`src/rtl/ex_stage_pkg.sv`:
```
// Shared constants for the RV32I execute stage: aluop codes, reset level, divider state codes.
package ex_stage_pkg;

  localparam int RegBus     = 32;
  localparam int RegAddrBus = 5;
  localparam int AluOpBus   = 6;

  localparam logic RstEnable = 1'b0;

  localparam logic [1:0] DivIdle = 2'b00;
  localparam logic [1:0] DivBusy = 2'b01;
  localparam logic [1:0] DivDone = 2'b10;

  localparam logic [5:0] EXE_NOP_OP    = 6'd0;
  localparam logic [5:0] EXE_ADD_OP    = 6'd1;
  localparam logic [5:0] EXE_SUB_OP    = 6'd2;
  localparam logic [5:0] EXE_AND_OP    = 6'd3;
  localparam logic [5:0] EXE_OR_OP     = 6'd4;
  localparam logic [5:0] EXE_XOR_OP    = 6'd5;
  localparam logic [5:0] EXE_SLL_OP    = 6'd6;
  localparam logic [5:0] EXE_SRL_OP    = 6'd7;
  localparam logic [5:0] EXE_SRA_OP    = 6'd8;
  localparam logic [5:0] EXE_SLT_OP    = 6'd9;
  localparam logic [5:0] EXE_SLTU_OP   = 6'd10;
  localparam logic [5:0] EXE_LUI_OP    = 6'd11;
  localparam logic [5:0] EXE_AUIPC_OP  = 6'd12;
  localparam logic [5:0] EXE_JAL_OP    = 6'd13;
  localparam logic [5:0] EXE_JALR_OP   = 6'd14;
  localparam logic [5:0] EXE_MUL_OP    = 6'd15;
  localparam logic [5:0] EXE_MULH_OP   = 6'd16;
  localparam logic [5:0] EXE_MULHSU_OP = 6'd17;
  localparam logic [5:0] EXE_MULHU_OP  = 6'd18;
  localparam logic [5:0] EXE_DIV_OP    = 6'd19;
  localparam logic [5:0] EXE_DIVU_OP   = 6'd20;
  localparam logic [5:0] EXE_REM_OP    = 6'd21;
  localparam logic [5:0] EXE_REMU_OP   = 6'd22;

  function automatic logic is_div_op(input logic [5:0] op);
    return (op == EXE_DIV_OP) || (op == EXE_DIVU_OP) ||
           (op == EXE_REM_OP) || (op == EXE_REMU_OP);
  endfunction

  function automatic logic [31:0] neg_if(input logic [31:0] v, input logic neg);
    return neg ? (32'd0 - v) : v;
  endfunction

endpackage

```
`src/rtl/ex_stage_div_unit.sv`:
```
// Iterative radix-2 restoring divider for RV32M DIV/DIVU/REM/REMU.
// Present only when RV32M_EN is defined.
`ifdef RV32M_EN
module div_unit
  import ex_stage_pkg::*;
#(
  parameter int DIV_CYCLES = 32
) (
  input  logic        clk,
  input  logic        rst,
  input  logic        start,
  input  logic        abort,
  input  logic        signed_op,
  input  logic        rem_op,
  input  logic [31:0] dividend,
  input  logic [31:0] divisor,
  output logic [31:0] result,
  output logic        ready
);

  localparam int CntW = $clog2(DIV_CYCLES);
  localparam logic [CntW-1:0] LastIter = CntW'(DIV_CYCLES - 1);

  logic [1:0]      state;
  logic [CntW-1:0] cnt;
  logic [31:0]     quot;
  logic [31:0]     rem;
  logic [31:0]     divs;
  logic            quot_neg;
  logic            rem_neg;
  logic            rem_sel;

  logic            a_neg;
  logic            b_neg;
  logic [31:0]     abs_a;
  logic [31:0]     abs_b;
  logic            overflow;
  logic [32:0]     rem_shift;
  logic [32:0]     trial;

  assign a_neg    = signed_op & dividend[31];
  assign b_neg    = signed_op & divisor[31];
  assign abs_a    = neg_if(dividend, a_neg);
  assign abs_b    = neg_if(divisor, b_neg);
  assign overflow = signed_op && (dividend == 32'h8000_0000) && (divisor == 32'hFFFF_FFFF);

  // A borrow out of the trial subtraction means the shifted remainder is below the divisor.
  assign rem_shift = {rem, quot[31]};
  assign trial     = rem_shift - {1'b0, divs};

  always_ff @(posedge clk) begin
    if (rst == RstEnable) begin
      state    <= DivIdle;
      cnt      <= '0;
      quot     <= '0;
      rem      <= '0;
      divs     <= '0;
      quot_neg <= 1'b0;
      rem_neg  <= 1'b0;
      rem_sel  <= 1'b0;
    end else begin
      case (state)
        DivIdle: begin
          if (start) begin
            rem_sel <= rem_op;
            if (divisor == 32'd0) begin
              quot     <= 32'hFFFF_FFFF;
              rem      <= dividend;
              quot_neg <= 1'b0;
              rem_neg  <= 1'b0;
              state    <= DivDone;
            end else if (overflow) begin
              quot     <= 32'h8000_0000;
              rem      <= 32'd0;
              quot_neg <= 1'b0;
              rem_neg  <= 1'b0;
              state    <= DivDone;
            end else begin
              quot     <= abs_a;
              rem      <= 32'd0;
              divs     <= abs_b;
              quot_neg <= a_neg ^ b_neg;
              rem_neg  <= a_neg;
              cnt      <= '0;
              state    <= DivBusy;
            end
          end
        end
        DivBusy: begin
          if (abort) begin
            state <= DivIdle;
          end else begin
            quot <= {quot[30:0], ~trial[32]};
            rem  <= trial[32] ? rem_shift[31:0] : trial[31:0];
            cnt  <= cnt + 1'b1;
            if (cnt == LastIter) state <= DivDone;
          end
        end
        DivDone: state <= DivIdle;
        default: state <= DivIdle;
      endcase
    end
  end

  assign ready  = (state == DivDone);
  assign result = rem_sel ? neg_if(rem, rem_neg) : neg_if(quot, quot_neg);

endmodule
`endif

```
`src/rtl/ex_stage.sv`:
```
// RV32I execute stage: single-cycle ALU mux plus stall control for the iterative divider.
// RV32M_EN compiles in MUL/MULH* and the DIV/REM divider; without it those ops decode as unknown.
module ex_stage
  import ex_stage_pkg::*;
#(
  parameter int DIV_CYCLES = 32
) (
  input  logic        clk,
  input  logic        rst,
  input  logic [5:0]  aluop_i,
  input  logic [31:0] reg1_i,
  input  logic [31:0] reg2_i,
  input  logic [4:0]  wd_i,
  input  logic        wreg_i,
  input  logic [31:0] pc_store_i,
  input  logic        ignore_i,
  output logic [4:0]  wd_o,
  output logic        wreg_o,
  output logic [31:0] wdata_o,
  output logic        stallreq_o
);

  logic signed [31:0] reg1_s;
  logic signed [31:0] reg2_s;
  logic [4:0]         shamt;
  logic [31:0]        alu;
  logic               alu_valid;
  logic               run;

  assign reg1_s = reg1_i;
  assign reg2_s = reg2_i;
  assign shamt  = reg2_i[4:0];
  assign run    = (rst != RstEnable) && !ignore_i;

`ifdef RV32M_EN
  logic signed [32:0] mul_a;
  logic signed [32:0] mul_b;
  logic signed [63:0] product;
  logic [31:0]        div_result;
  logic               div_ready;

  // A 33-bit signed multiply covers all four flavours; the extra bit carries the sign or a zero.
  assign mul_a   = {((aluop_i == EXE_MULH_OP) || (aluop_i == EXE_MULHSU_OP)) & reg1_i[31], reg1_i};
  assign mul_b   = {(aluop_i == EXE_MULH_OP) & reg2_i[31], reg2_i};
  assign product = 64'(mul_a) * 64'(mul_b);

  div_unit #(
    .DIV_CYCLES(DIV_CYCLES)
  ) u_div (
    .clk      (clk),
    .rst      (rst),
    .start    (run && is_div_op(aluop_i)),
    .abort    (ignore_i),
    .signed_op((aluop_i == EXE_DIV_OP) || (aluop_i == EXE_REM_OP)),
    .rem_op   ((aluop_i == EXE_REM_OP) || (aluop_i == EXE_REMU_OP)),
    .dividend (reg1_i),
    .divisor  (reg2_i),
    .result   (div_result),
    .ready    (div_ready)
  );

  assign stallreq_o = run && is_div_op(aluop_i) && !div_ready;
`else
  logic unused_ok;
  assign unused_ok  = &{1'b0, clk};
  assign stallreq_o = 1'b0;
`endif

  always_comb begin
    alu       = '0;
    alu_valid = 1'b1;
    case (aluop_i)
      EXE_ADD_OP:   alu = reg1_i + reg2_i;
      EXE_SUB_OP:   alu = reg1_i - reg2_i;
      EXE_AND_OP:   alu = reg1_i & reg2_i;
      EXE_OR_OP:    alu = reg1_i | reg2_i;
      EXE_XOR_OP:   alu = reg1_i ^ reg2_i;
      EXE_SLL_OP:   alu = reg1_i << shamt;
      EXE_SRL_OP:   alu = reg1_i >> shamt;
      EXE_SRA_OP:   alu = 32'(reg1_s >>> shamt);
      EXE_SLT_OP:   alu = {31'd0, reg1_s < reg2_s};
      EXE_SLTU_OP:  alu = {31'd0, reg1_i < reg2_i};
      EXE_LUI_OP:   alu = reg2_i;
      EXE_AUIPC_OP: alu = reg1_i + reg2_i;
      EXE_JAL_OP,
      EXE_JALR_OP:  alu = pc_store_i;
`ifdef RV32M_EN
      EXE_MUL_OP:   alu = product[31:0];
      EXE_MULH_OP,
      EXE_MULHSU_OP,
      EXE_MULHU_OP: alu = product[63:32];
      EXE_DIV_OP,
      EXE_DIVU_OP,
      EXE_REM_OP,
      EXE_REMU_OP:  alu = div_ready ? div_result : 32'd0;
`endif
      default:      alu_valid = 1'b0;
    endcase
  end

  assign wd_o    = (rst != RstEnable) ? wd_i : '0;
  assign wreg_o  = run && wreg_i && alu_valid;
  assign wdata_o = run ? alu : 32'd0;

endmodule

```
`config.mk`:
```
export PLATFORM = sky130hd
export DESIGN_NAME = ex_stage
export DESIGN_NICKNAME = d
export VERILOG_FILES = /design/src/rtl/ex_stage_pkg.sv /design/src/rtl/ex_stage_div_unit.sv /design/src/rtl/ex_stage.sv
export SDC_FILE = /design/constraint.sdc
export NUM_CORES = 1
export LEC_CHECK = 0
export ABC_AREA = 1
export BUFFER_PORTS_ARGS = -buffer_cell sky130_fd_sc_hd__buf_2
export CAP_MARGIN = 10
export CORE_MARGIN = 2
export CORE_UTILIZATION = 61
export DETAILED_ROUTE_END_ITERATION = 6
export PLACE_DENSITY = 0.93
export RECOVER_POWER = 100
export SYNTH_ARGS = -nofsm -noshare
export SYNTH_HDL_FRONTEND = slang
export SYNTH_HIERARCHICAL = 1
export SYNTH_SLANG_ARGS = --single-unit
```
`constraint.sdc`:
```
create_clock -name vclk -period 4.9
set_input_delay 1.225 -clock vclk [all_inputs]
set_output_delay 1.225 -clock vclk [all_outputs]
set_load 0.02 [all_outputs]
```
==> results.cfg <==
[outcome]
outcome = complete, no violations

[power_and_ir_drop]
p_int_uw = 359
p_leak_nw = 7.32
seqPwrFrac = 0
pwr-share-comb = 1.000
p_per_area_nw_per_um2 = 97.9
power_mw = 1.19
clkPwrFrac = 0
ir_drop_uv = 151
power.switching_uw = 830
p_sw_frac = 0.698

[global_routing]
grt_pass1_vias = 14700
grt_max_degree = 68
global_route.usage.total = 0.511
grt_pass1_wl_um = 78600
gr-total-overflow = 0
antenna_found_initial = 0

[setup_path]
slowest_stage = ha_1
crit_type = input pin to output pin
worstPathArrival_ps = 3610
critPathLaunchType = input pin
startpoint = reg1_i[8]
endpoint_kind = output pin
path_cells = buf_2 > inv_1 > ha_1 > nand2_1 > nor2_1 > nand3_1 > nand3b_1 > nand2_1 > nand2_1 > nand2_1 > nand3_1 > nand3_1 > nor2_1 > nor2_1 > buf_2
max_stage_delay_ps = 460
required_ps = 3670
crit_fanout = 7
cp_common_cell = nand2_1

[timing]
slew-limit-headroom = 0.268
fin_crit_sh = 0.986
worst_pin_slew_ps = 1100
setup_viol = 0
finalHoldViolCount = 0
finalSetupTns_ps = 0
max_clock_freq_ghz = 0.207
drv_slew = 0
timing.final.ws_setup_ps = 68.5
min_period_ps = 4830

[die]
die_h_um = 139
die_x_um = 139
dieArea_um2 = 19200
rows = 49
floorplan.initialDensity = 0.620
fp.coreArea_um2 = 17800
io_pins = 150

[worst_hold_path]
min_from = wreg_i
worstHoldPathType = input pin to output pin

[route]
postRouteAntennaNets = 0
drcViolationCount = 0
wl_per_cell_um = 19.5
drt-total-wl_um = 52100
num_vias = 16500
vias_per_cell = 6.15
drtIter0Drc = 2336
dr.pass1.iters = 6

[yosys]
yosysTopAreaCellShare = 0.287
ys_warn_count = 6
synth.distinct_cells = 47
synth_nets = 2543
synth_area_um2 = 11100
synth_largest_area_cell = nand2_1
synth_area_leaders = nand2_1 29%, nand3_1 18%, inv_1 11%, ha_1 11%, nor2_1 7.7%
syn-instance-count = 2333
syn_area_per_cell_um2 = 4.74
seq_area_frac_synth = 0

[layout]
final_nets = 2660
drive_gt1_frac = 0.113
design.seq.count = 0
register_area_um2 = 0
num-clock-buffers = 0
syn2layout_area_growth_pct = 9.85

[placement]
port_buffers = 148
dp.final_hpwl_um = 42200
place_ws_ps = 100
gp_congestion = 1.12

[clock_network]
postCtsSetupBuffers = 0
cts.repair.resized = 0
holdBufCountCts = 0

[flow_run]
max_cap_viol_count = 0
==> stage by stage <==
step / utilization / cell area, um2 / hold WS, ps / instances
floorplan: - / 11100 / 2570 / 2333
global placement: 0.677 / 12100 / 2750 / 2677
detailed placement: 0.677 / 12100 / 2760 / 2677
CTS: 0.677 / 12100 / 2760 / 2677
global route: 0.680 / 12100 / 2780 / 2677
finish: 0.681 / 12100 / 2770 / 2678
==> synth_stat cells, types with 16 or more instances <==
cell and n:
a21oi_1 92, buf_2 53, clkbuf_1 20, ha_1 97, inv_1 329, nand2_1 844, nand3_1 403, nand4_1 19
nor2_1 227, nor3_1 26, o211ai_1 17, o21ai_0 50, o22ai_1 16
==> layout make-up <==
type                            count  area [um2]
Inverter                          342        1290
Tap cell                          229         287
Antenna cell                        1        2.50
Fill cell                        1906        5700
Multi-Input combinational cell   1887        9260
Timing Repair Buffer              219        1300
==> power groups by stage <==
stage	sequential (mW)	clock, mW	combinational [mW]
2_1_floorplan	0	0	0.740
3_3_place_gp	0	0	1.10
3_5_place_dp	0	0	1.12
4_1_cts	0	0	1.12
5_1_grt	0	0	1.28
6_report	0	0.00000000700	1.19
==> layout by cell type, fill, tap and decap left out, types with 3 or more instances in the layout <==
cell type	Yosys	routed
nor2_2	5	12
nor3_1	26	26
ha_1	97	88
o22ai_1	16	16
nand2_1	844	840
xor2_1	6	6
o21ai_0	50	48
o2111ai_1	3	3
nor2_4	5	5
clkbuf_2	6	14
ha_2	0	9
nor2_1	227	220
buf_2	53	121
o211ai_1	17	17
buf_4	12	66
inv_1	329	326
a22oi_1	5	5
a21oi_2	0	3
nand3_1	403	402
buf_12	0	3
inv_2	10	12
and2_1	8	8
a31oi_1	4	4
clkbuf_1	20	13
a21oi_1	92	89
nand3_2	5	6
nand3b_1	6	6
nand4_1	19	19
nand2_2	7	11
o21ai_1	11	13
or2_2	3	3
o221ai_1	3	3
o21bai_1	6	6
==> cell families (layout without fill, tap and decap cells) <==
group	after synthesis	after routing	synth area share
simple gates	1570	1570	0.606
buf+inv	446	561	0.168
compound gates	211	211	0.107
fa+ha+maj	99	99	0.113
xor+xnor	6	6	0.00475
other cells	1	2	0.000339
==> final timing paths <==
kind,end,slack (ps),cells past startpoint
min,wreg_o,2770,4
max,wdata_o[25],70,15
==> per-layer routing <==
layer  vias to the layer above  GRT usage  share of wire
met5                         -          0              0
met4                         0      0.274          0.072
met3                       283      0.112           0.16
met2                      1379      0.801           0.42
met1                      7198      0.656           0.36
li1                       7623          -              -
==> critical path: cells and delay by family <==
kind / cells / cell delay, ps
and+or+nand+nor: 11 / 1490
buffers and inverters: 3 / 420
adders and majority gates: 1 / 460
No activity file was read; power rests on OpenSTA's default activity.
